$ cat config.mk
export PLATFORM = sky130hd
export DESIGN_NAME = disp7seg_scan_n
export DESIGN_NICKNAME = d
export VERILOG_FILES = /design/src/rtl/disp7seg_scan_n.sv
export SDC_FILE = /design/constraint.sdc
export NUM_CORES = 1
export LEC_CHECK = 0
export ABC_CLOCK_PERIOD_IN_PS = 8600
export BUFFER_PORTS_ARGS = -buffer_cell sky130_fd_sc_hd__buf_2
export CAP_MARGIN = 30
export CORE_MARGIN = 8
export CORE_UTILIZATION = 25
export CTS_CLUSTER_DIAMETER = 80
export DETAILED_ROUTE_END_ITERATION = 7
export GPL_ROUTABILITY_DRIVEN = 1
export PLACE_DENSITY_LB_ADDON = 0.2
export SYNTH_ARGS = -nofsm -noshare
export SYNTH_HDL_FRONTEND = slang
export SYNTH_SLANG_ARGS = --single-unit
$ cat constraint.sdc
create_clock -name clockscan -period 8.6 [get_ports clockscan]
set_input_delay 0.86 -clock clockscan [delete_from_list [all_inputs] [get_ports clockscan]]
set_output_delay 0.86 -clock clockscan [all_outputs]
set_load 0.05 [all_outputs]
$ cat src/rtl/disp7seg_scan_n.sv
// Multiplexed common-anode 7-segment scanner with prescaler,
// PWM brightness, leading-zero blanking, per-digit blink and dead-time.
module disp7seg_scan_n #(
    parameter int NDIG         = 4,
    parameter int PRESCALE     = 1000,
    parameter int BRIGHT_W     = 3,
    parameter int BLINK_FRAMES = 64
) (
    input  logic                  clockscan,
    input  logic                  areset_n,
    input  logic                  clkenable,
    input  logic [4*NDIG-1:0]     digits,
    input  logic [NDIG-1:0]       dps,
    input  logic                  blank_lz,
    input  logic [NDIG-1:0]       blink_mask,
    input  logic [BRIGHT_W-1:0]   brightness,
    output logic [6:0]            seg_n,
    output logic                  dp_n,
    output logic [NDIG-1:0]       en_n,
    output logic                  frame_done
);

    localparam int PW = $clog2(PRESCALE);
    localparam int IW = $clog2(NDIG);
    localparam int OW = PW + BRIGHT_W + 1;
    localparam int FW = $clog2(BLINK_FRAMES + 1);

    localparam logic [PW-1:0] PLAST = PW'(PRESCALE - 1);
    localparam logic [IW-1:0] ILAST = IW'(NDIG - 1);
    localparam logic [FW-1:0] FLAST = FW'(BLINK_FRAMES - 1);

    logic [PW-1:0]       pcnt;
    logic [IW-1:0]       idx;
    logic [FW-1:0]       fcnt;
    logic                blink_phase;
    logic [BRIGHT_W-1:0] br;

    logic                slot_end;
    logic                frame_end;
    logic [OW-1:0]       on_prod;
    logic [OW-1:0]       on_cyc;
    logic [NDIG-1:0]     blank;
    logic                zero_above;
    logic [3:0]          cur;
    logic                lit;
    logic [NDIG-1:0]     en_d;
    logic [6:0]          seg_d;
    logic                dp_d;

    function automatic logic [6:0] hex7(input logic [3:0] v);
        logic [6:0] s;
        unique case (v)
            4'h0: s = 7'h7E;
            4'h1: s = 7'h30;
            4'h2: s = 7'h6D;
            4'h3: s = 7'h79;
            4'h4: s = 7'h33;
            4'h5: s = 7'h5B;
            4'h6: s = 7'h5F;
            4'h7: s = 7'h70;
            4'h8: s = 7'h7F;
            4'h9: s = 7'h7B;
            4'hA: s = 7'h77;
            4'hB: s = 7'h1F;
            4'hC: s = 7'h0D;
            4'hD: s = 7'h3D;
            4'hE: s = 7'h4F;
            4'hF: s = 7'h47;
        endcase
        return s;
    endfunction

    assign slot_end  = clkenable && (pcnt == PLAST);
    assign frame_end = slot_end && (idx == '0);

    // On-time threshold scales the slot length by (br+1)/2**BRIGHT_W
    assign on_prod = (OW'(br) + OW'(1)) * OW'(PRESCALE);
    assign on_cyc  = on_prod >> BRIGHT_W;

    // Per-digit blanking: blink phase, or all digits from here upward are zero
    always_comb begin
        blank      = '0;
        zero_above = 1'b1;
        for (int i = NDIG - 1; i >= 0; i--) begin
            zero_above = zero_above && (digits[4*i +: 4] == 4'h0);
            blank[i]   = (blink_mask[i] && blink_phase)
                       || (blank_lz && zero_above && (i != 0));
        end
    end

    assign cur = digits[{idx, 2'b00} +: 4];
    assign lit = (pcnt != '0) && (OW'(pcnt) < on_cyc) && !blank[idx];

    // Next-state of the pin drivers; dark whenever the digit is not lit
    always_comb begin
        en_d = '1;
        for (int i = 0; i < NDIG; i++) begin
            if (lit && (idx == IW'(i))) begin
                en_d[i] = 1'b0;
            end
        end
        seg_d = lit ? ~hex7(cur) : 7'h7F;
        dp_d  = lit ? ~dps[idx] : 1'b1;
    end

    // Scan prescaler, digit index, frame counter, blink phase, brightness latch
    always_ff @(posedge clockscan or negedge areset_n) begin
        if (!areset_n) begin
            pcnt        <= '0;
            idx         <= ILAST;
            fcnt        <= '0;
            blink_phase <= 1'b0;
            br          <= '0;
        end else begin
            if (pcnt == '0) begin
                br <= brightness;
            end
            if (clkenable) begin
                pcnt <= slot_end ? '0 : pcnt + PW'(1);
            end
            if (slot_end) begin
                idx <= (idx == '0) ? ILAST : idx - IW'(1);
            end
            if (frame_end) begin
                if (fcnt == FLAST) begin
                    fcnt        <= '0;
                    blink_phase <= ~blink_phase;
                end else begin
                    fcnt <= fcnt + FW'(1);
                end
            end
        end
    end

    // Registered pin drivers and frame pulse
    always_ff @(posedge clockscan or negedge areset_n) begin
        if (!areset_n) begin
            en_n       <= '1;
            seg_n      <= 7'h7F;
            dp_n       <= 1'b1;
            frame_done <= 1'b0;
        end else begin
            en_n       <= en_d;
            seg_n      <= seg_d;
            dp_n       <= dp_d;
            frame_done <= frame_end;
        end
    end

endmodule

**After elaboration in Yosys (flattened, before gate mapping)**

Memory sizes are Yosys's and may differ from the RTL's.
Cells that the tools add are included.

- Add/sub/neg operators: 4
- Multipliers: 1
- Magnitude comparators: 2
- Equal/unequal tests: 5
- Shift-type cells: 1
- Multiplexer cells: 13
- Bitwise operators: 3
- Reductions and logical operators: 28

Operators with widths:

| cell | number |
|---|---|
| $logic_and 1x1->1 | 17 |
| $shiftx 16x5->4 | 1 |
| $mux 7 | 2 |
| $logic_not 4->1 | 3 |
| $lt 10x11->1 | 1 |
| $mul 4x7->11 const B | 1 |
| $add 10x1->10 const B | 1 |
| $eq 10x10->1 const B | 1 |
| $logic_not 10->1 | 1 |
| $mux 10 | 1 |
| $reduce_bool 10->1 | 1 |
| $add 7x1->7 const B | 1 |
| $eq 7x6->1 const B | 1 |
| $mux 1 | 7 |
| $not 7->7 | 1 |
| $add 3x1->4 const B | 1 |
| $bmux 1 s2 | 2 |
| $eq 2x2->1 const B | 2 |
| $logic_or 1x1->1 | 3 |
| $lt 2x3->1 const B | 1 |
| $eq 2x1->1 const B | 1 |
| $logic_not 2->1 | 1 |
| $mux 2 | 1 |
| $not 1->1 | 2 |
| other kinds (3) | 3 |

- Flip-flop bits (word level): 36
- Memory bits (read-only): 112
- Bits of input ports: 31
- Output and inout port bits: 13
- Logic and storage cells: 67
- Memories kept: 1

Memories:

| memory | words | width | read ports | clocked after memory_dff | wr ports | RTL line | text |
|---|---|---|---|---|---|---|---|
| (no name shown) | 16 | 7 | 1 | 0 | 0 | 52 | `unique case (v)` |

**Longest topological paths before layout**

- Depth in word-level cells: 11
- Mapped depth: 18
- Gate-level depth less buffers: 18

**Worst setup path after synthesis**

Ideal clock, no wire load.

- Kind: reg-to-reg
- From: register br[0]
- To: register seg_n[2]
- Setup time: 103 ps
- Arrival time: 4160 ps
- Data required time: 8497 ps
- Slack: 4337 ps
- Cell stages (with the launch flop): 18
- Path buffers: 0
- Clock period less this slack: 4263 ps
- Cell sequence: dfrtp_1 > ha_1 > xor2_1 > inv_1 > fa_1 > fa_1 > inv_1 > ha_1 > a21o_1 > a21oi_1 > o21bai_1 > xor2_1 > ha_1 > a21o_1 > a21oi_1 > nand3_2 > nor4b_4 > o221ai_2

- Longest elaborated chain between the ends: 6

Ends and longest elaborated chain:

| item | RTL line | text |
|---|---|---|
| from (decl) | 36 | `logic [BRIGHT_W-1:0] br;` |
| from (signal assigned) | 116 | `br <= brightness;` |
| $add 3x1->4 | 77 | `assign on_prod = (OW'(br) + OW'(1)) * OW'(PRESCALE);` |
| $mul 4x7->11 | 77 |  |
| $lt 10x11->1 | 92 | `assign lit = (pcnt != '0) && (OW'(pcnt) < on_cyc) && !blank[idx];` |
| $logic_and 1x1->1 (2 in a row) | 92 |  |
| $mux 7 | 102 | `seg_d = lit ? ~hex7(cur) : 7'h7F;` |
| net seg_d[2] | 47 | `logic [6:0] seg_d;` |
| to (signal assigned) | 144 | `seg_n <= seg_d;` |
| to (decl) | 17 | `output logic [6:0] seg_n,` |

The timed path passes the listed nets, and every way through them passes these cells.
A chain may end at the register's enable or synchronous reset.

**Worst setup path after layout**

- From: register br[0]
- To: register seg_n[4]

Same word-level chain as after synthesis.

==> results.cfg <==
[global_route]
grt_pass1_vias = 1984
grt_max_degree = 37
grt_overflow = 0
antenna_found_initial = 0
grt_pass1_wl_mm = 9.76
groute.usage.overall_pct = 8.43

[sta]
whs_ns = 0.510
fmax_mhz = 213
period_needed_ns = 4.69
slew_headroom_pct = 45.4
setup_viol = 0
fin_crit_sh_pct = 54.6
finalHoldViolCount = 0
setup_tns_ns = 0
drv_slew = 0
worstMarginPinSlew_ns = 0.819
finClkSkew_ns = 0.00896
finalWorstSetupSlack_ns = 3.91
rsz0062_at_grt = false

[synthesis]
synth.avg_cell_area_um2 = 10.3
yosys_warnings = 0
synthXorXnorAreaFrac_pct = 5.72
syn-num-nets = 321
synth-main-ff-cell = dfrtp_1
async_flop_share_pct = 100
yosys.area_share.simple_pct = 15.2
netlist_area_um2 = 2600
synthMuxAreaShare_pct = 8.99
ys_seq_area_share_pct = 35.3
synth_fa_ha_area_share_pct = 20.0
synth_commonest_cells = ha_1, inv_1, dfrtp_1, nand2_1, nor2_1
synth_top_area_cell = dfrtp_1
synth.area.top_cells = dfrtp_1, ha_1, dfstp_2
synth_compound_area_share_pct = 9.37
ys_types = 45
yosysMostFrequentCell = ha_1
postSynthCellCount = 252
synth_top_area_share_pct = 21.1
synth_enable_flop_cells = 0
yosys_register_bits = 36
synth_top_family_by_area = adder cells

[critical_path]
endpoint = seg_n[4]
r2r-end = seg_n[4]
timing.rr.start = br[0]
critPathMaxFanout = 10
worst-setup-path-type = reg -> reg
reg2reg_depth = 17
max_stage_delay_ns = 0.60
cp-end-kind = flop
crit_start = br[0]
worstPathArrival_ns = 4.87
ff2ff_setup_slack_ns = 3.91
path_cells = ha_1 -> xor2_1 -> inv_1 -> fa_1 -> fa_1 -> inv_1 -> ha_1 -> a21o_1 -> a21oi_1 -> o21bai_1 -> xor2_1 -> ha_1 -> a21o_1 -> a21oi_1 -> nand3_2 -> nor4b_4 -> o211ai_1
start_kind = flop
crit_slowest_cell = nor4b_4
critPathRequiredTime_ns = 8.77
cpMostUsedCell = ha_1

[floorplanning]
core-area_um2 = 10200
die_x_um = 118
core.rowCount = 37
dieArea_um2 = 13900
num_io_pins = 44
die_y_um = 118
start_util_pct = 25.4

[cts]
worstSkewPairLatency_ns = 0.28
ctsHoldBuffers = 0
clkSlewWorstSetupHoldPaths_ns = 0.08
cts_buffers = 5
htreeDepth = 2
cts_tree = yes
cts.sinks = 36
postCtsSetupRepairBufs = 0
cts_resized = 0
cts_root_buffer = clkbuf_8
clockBufferDepth = 2

[power]
peakVddDrop_mv = 0.251
p_leak_nw = 1.46
p_per_area_nw_per_um2 = 441

[hold_path]
hold_class = reg -> reg
min_from = fcnt[6]

[job]
drv_cap = 0

[placement]
io_buffer_count = 43
gp_congestion = 0.711
dp_slack_ns = 3.88
hpwl_mm = 4.52

[drt]
vias = 1903
initialDrtViolationCount = 73
first_pass_iters = 4
wl_mm = 5.77
drc_errors = 0
avgViaCountPerCell = 4.39
wl_per_cell_um = 13.3
ant_nets = 0

[final_layout]
syn_to_final_growth_pct = 17.2
antenna-diode-count = 0
final_util_pct = 29.8
nNetsFinal = 365
final_layout_size_suffix_gt1_share_pct = 26.3

[outcome]
status = finished clean
## worst min-delay path by stage
stage / endpoint / slack [ns] / depth (start not counted)
6_report: fcnt[6] / 0.51 / 1
5_1_grt: fcnt[6] / 0.54 / 1
4_1_cts: fcnt[6] / 0.51 / 1
3_5_place_dp: fcnt[6] / 0.50 / 1
3_3_place_gp: fcnt[6] / 0.49 / 1
2_1_floorplan: fcnt[4] / 0.47 / 1
## through the flow
stage / power [mW] / cells / cell area [um2]
floorplan: 1.04 / 252 / 2600
global placement: 1.22 / 425 / 2960
detailed placement: 1.23 / 425 / 2960
CTS: 1.37 / 433 / 3050
global route: 1.52 / 433 / 3050
finish: 1.34 / 433 / 3050
## metal layers
layer	global-route usage, %	wire, um	part of all wire [%]
met1	10.9	2850	49
met2	13.7	2690	47
met3	1.82	162	2.8
met4	2.64	69	1.2
met5	0	0	0
## final cells by class
| class | instances | area, um2 |
|---|---|---|
| Sequential cell | 36 | 918 |
| Tap cell | 136 | 170 |
| Clock buffer | 7 | 86.3 |
| Inverter | 29 | 109 |
| Fill cell | 1057 | 7180 |
| Timing Repair Buffer | 43 | 215 |
| Multi-Input combinational cell | 181 | 1540 |
| Clock inverter | 1 | 7.51 |
## power by group
part | internal [mW] | leakage [nW] | switching [mW]
sequential | 0.218 | 0.437 | 0.0426
combinational | 0.426 | 0.982 | 0.530
clock | 0.0652 | 0.0445 | 0.0615
total | 0.710 | 1.46 | 0.634
## placed cells by master (no fill, tap or decap), types with 3 or more instances in the layout
master and n:
nor2_1 16, inv_1 29, buf_2 43, and3_1 5, nand2b_1 3, dfrtp_1 22
fa_1 6, mux4_2 6, mux2_2 3, a21oi_1 11, nor3_1 6, mux2i_1 5
dfstp_2 14, nand4_1 6, and4_1 3, clkbuf_8 6, o21ai_0 4, nand2_1 22
a21o_1 5, xor2_1 5, xnor2_1 12, ha_1 32, nand3_1 5
## registers in the layout (all words and copies together), names as in the netlist
name / count
blink_phase: 1
idx: 2
pcnt: 10
seg_n: 7
br: 3
en_n: 4
fcnt: 7
dp_n: 1
frame_done: 1
## kinds of logic (layout without fill, tap and decap cells)
| logic type | Yosys count | in the layout |
|---|---|---|
| AOI/OAI and AO/OA | 36 | 36 |
| muxes | 15 | 15 |
| buffers and inverters | 35 | 80 |
| adders and majority gates | 38 | 38 |
| xor gates and xnor gates | 17 | 17 |
| DFF | 36 | 36 |
| and+or+nand+nor | 75 | 75 |
## worst max-delay path: cells and delay by family (launching register included)
family | cells | cell delay, ns
flip-flops | 1 | 0.52
AO/OA/AOI/OAI | 6 | 0.91
XOR/XNOR | 2 | 0.35
AND/OR/NAND/NOR | 2 | 0.71
buffers and inverters | 2 | 0.12
adder cells (fa/ha/maj) | 5 | 1.95
No activity file was read; power rests on OpenSTA's default activity.
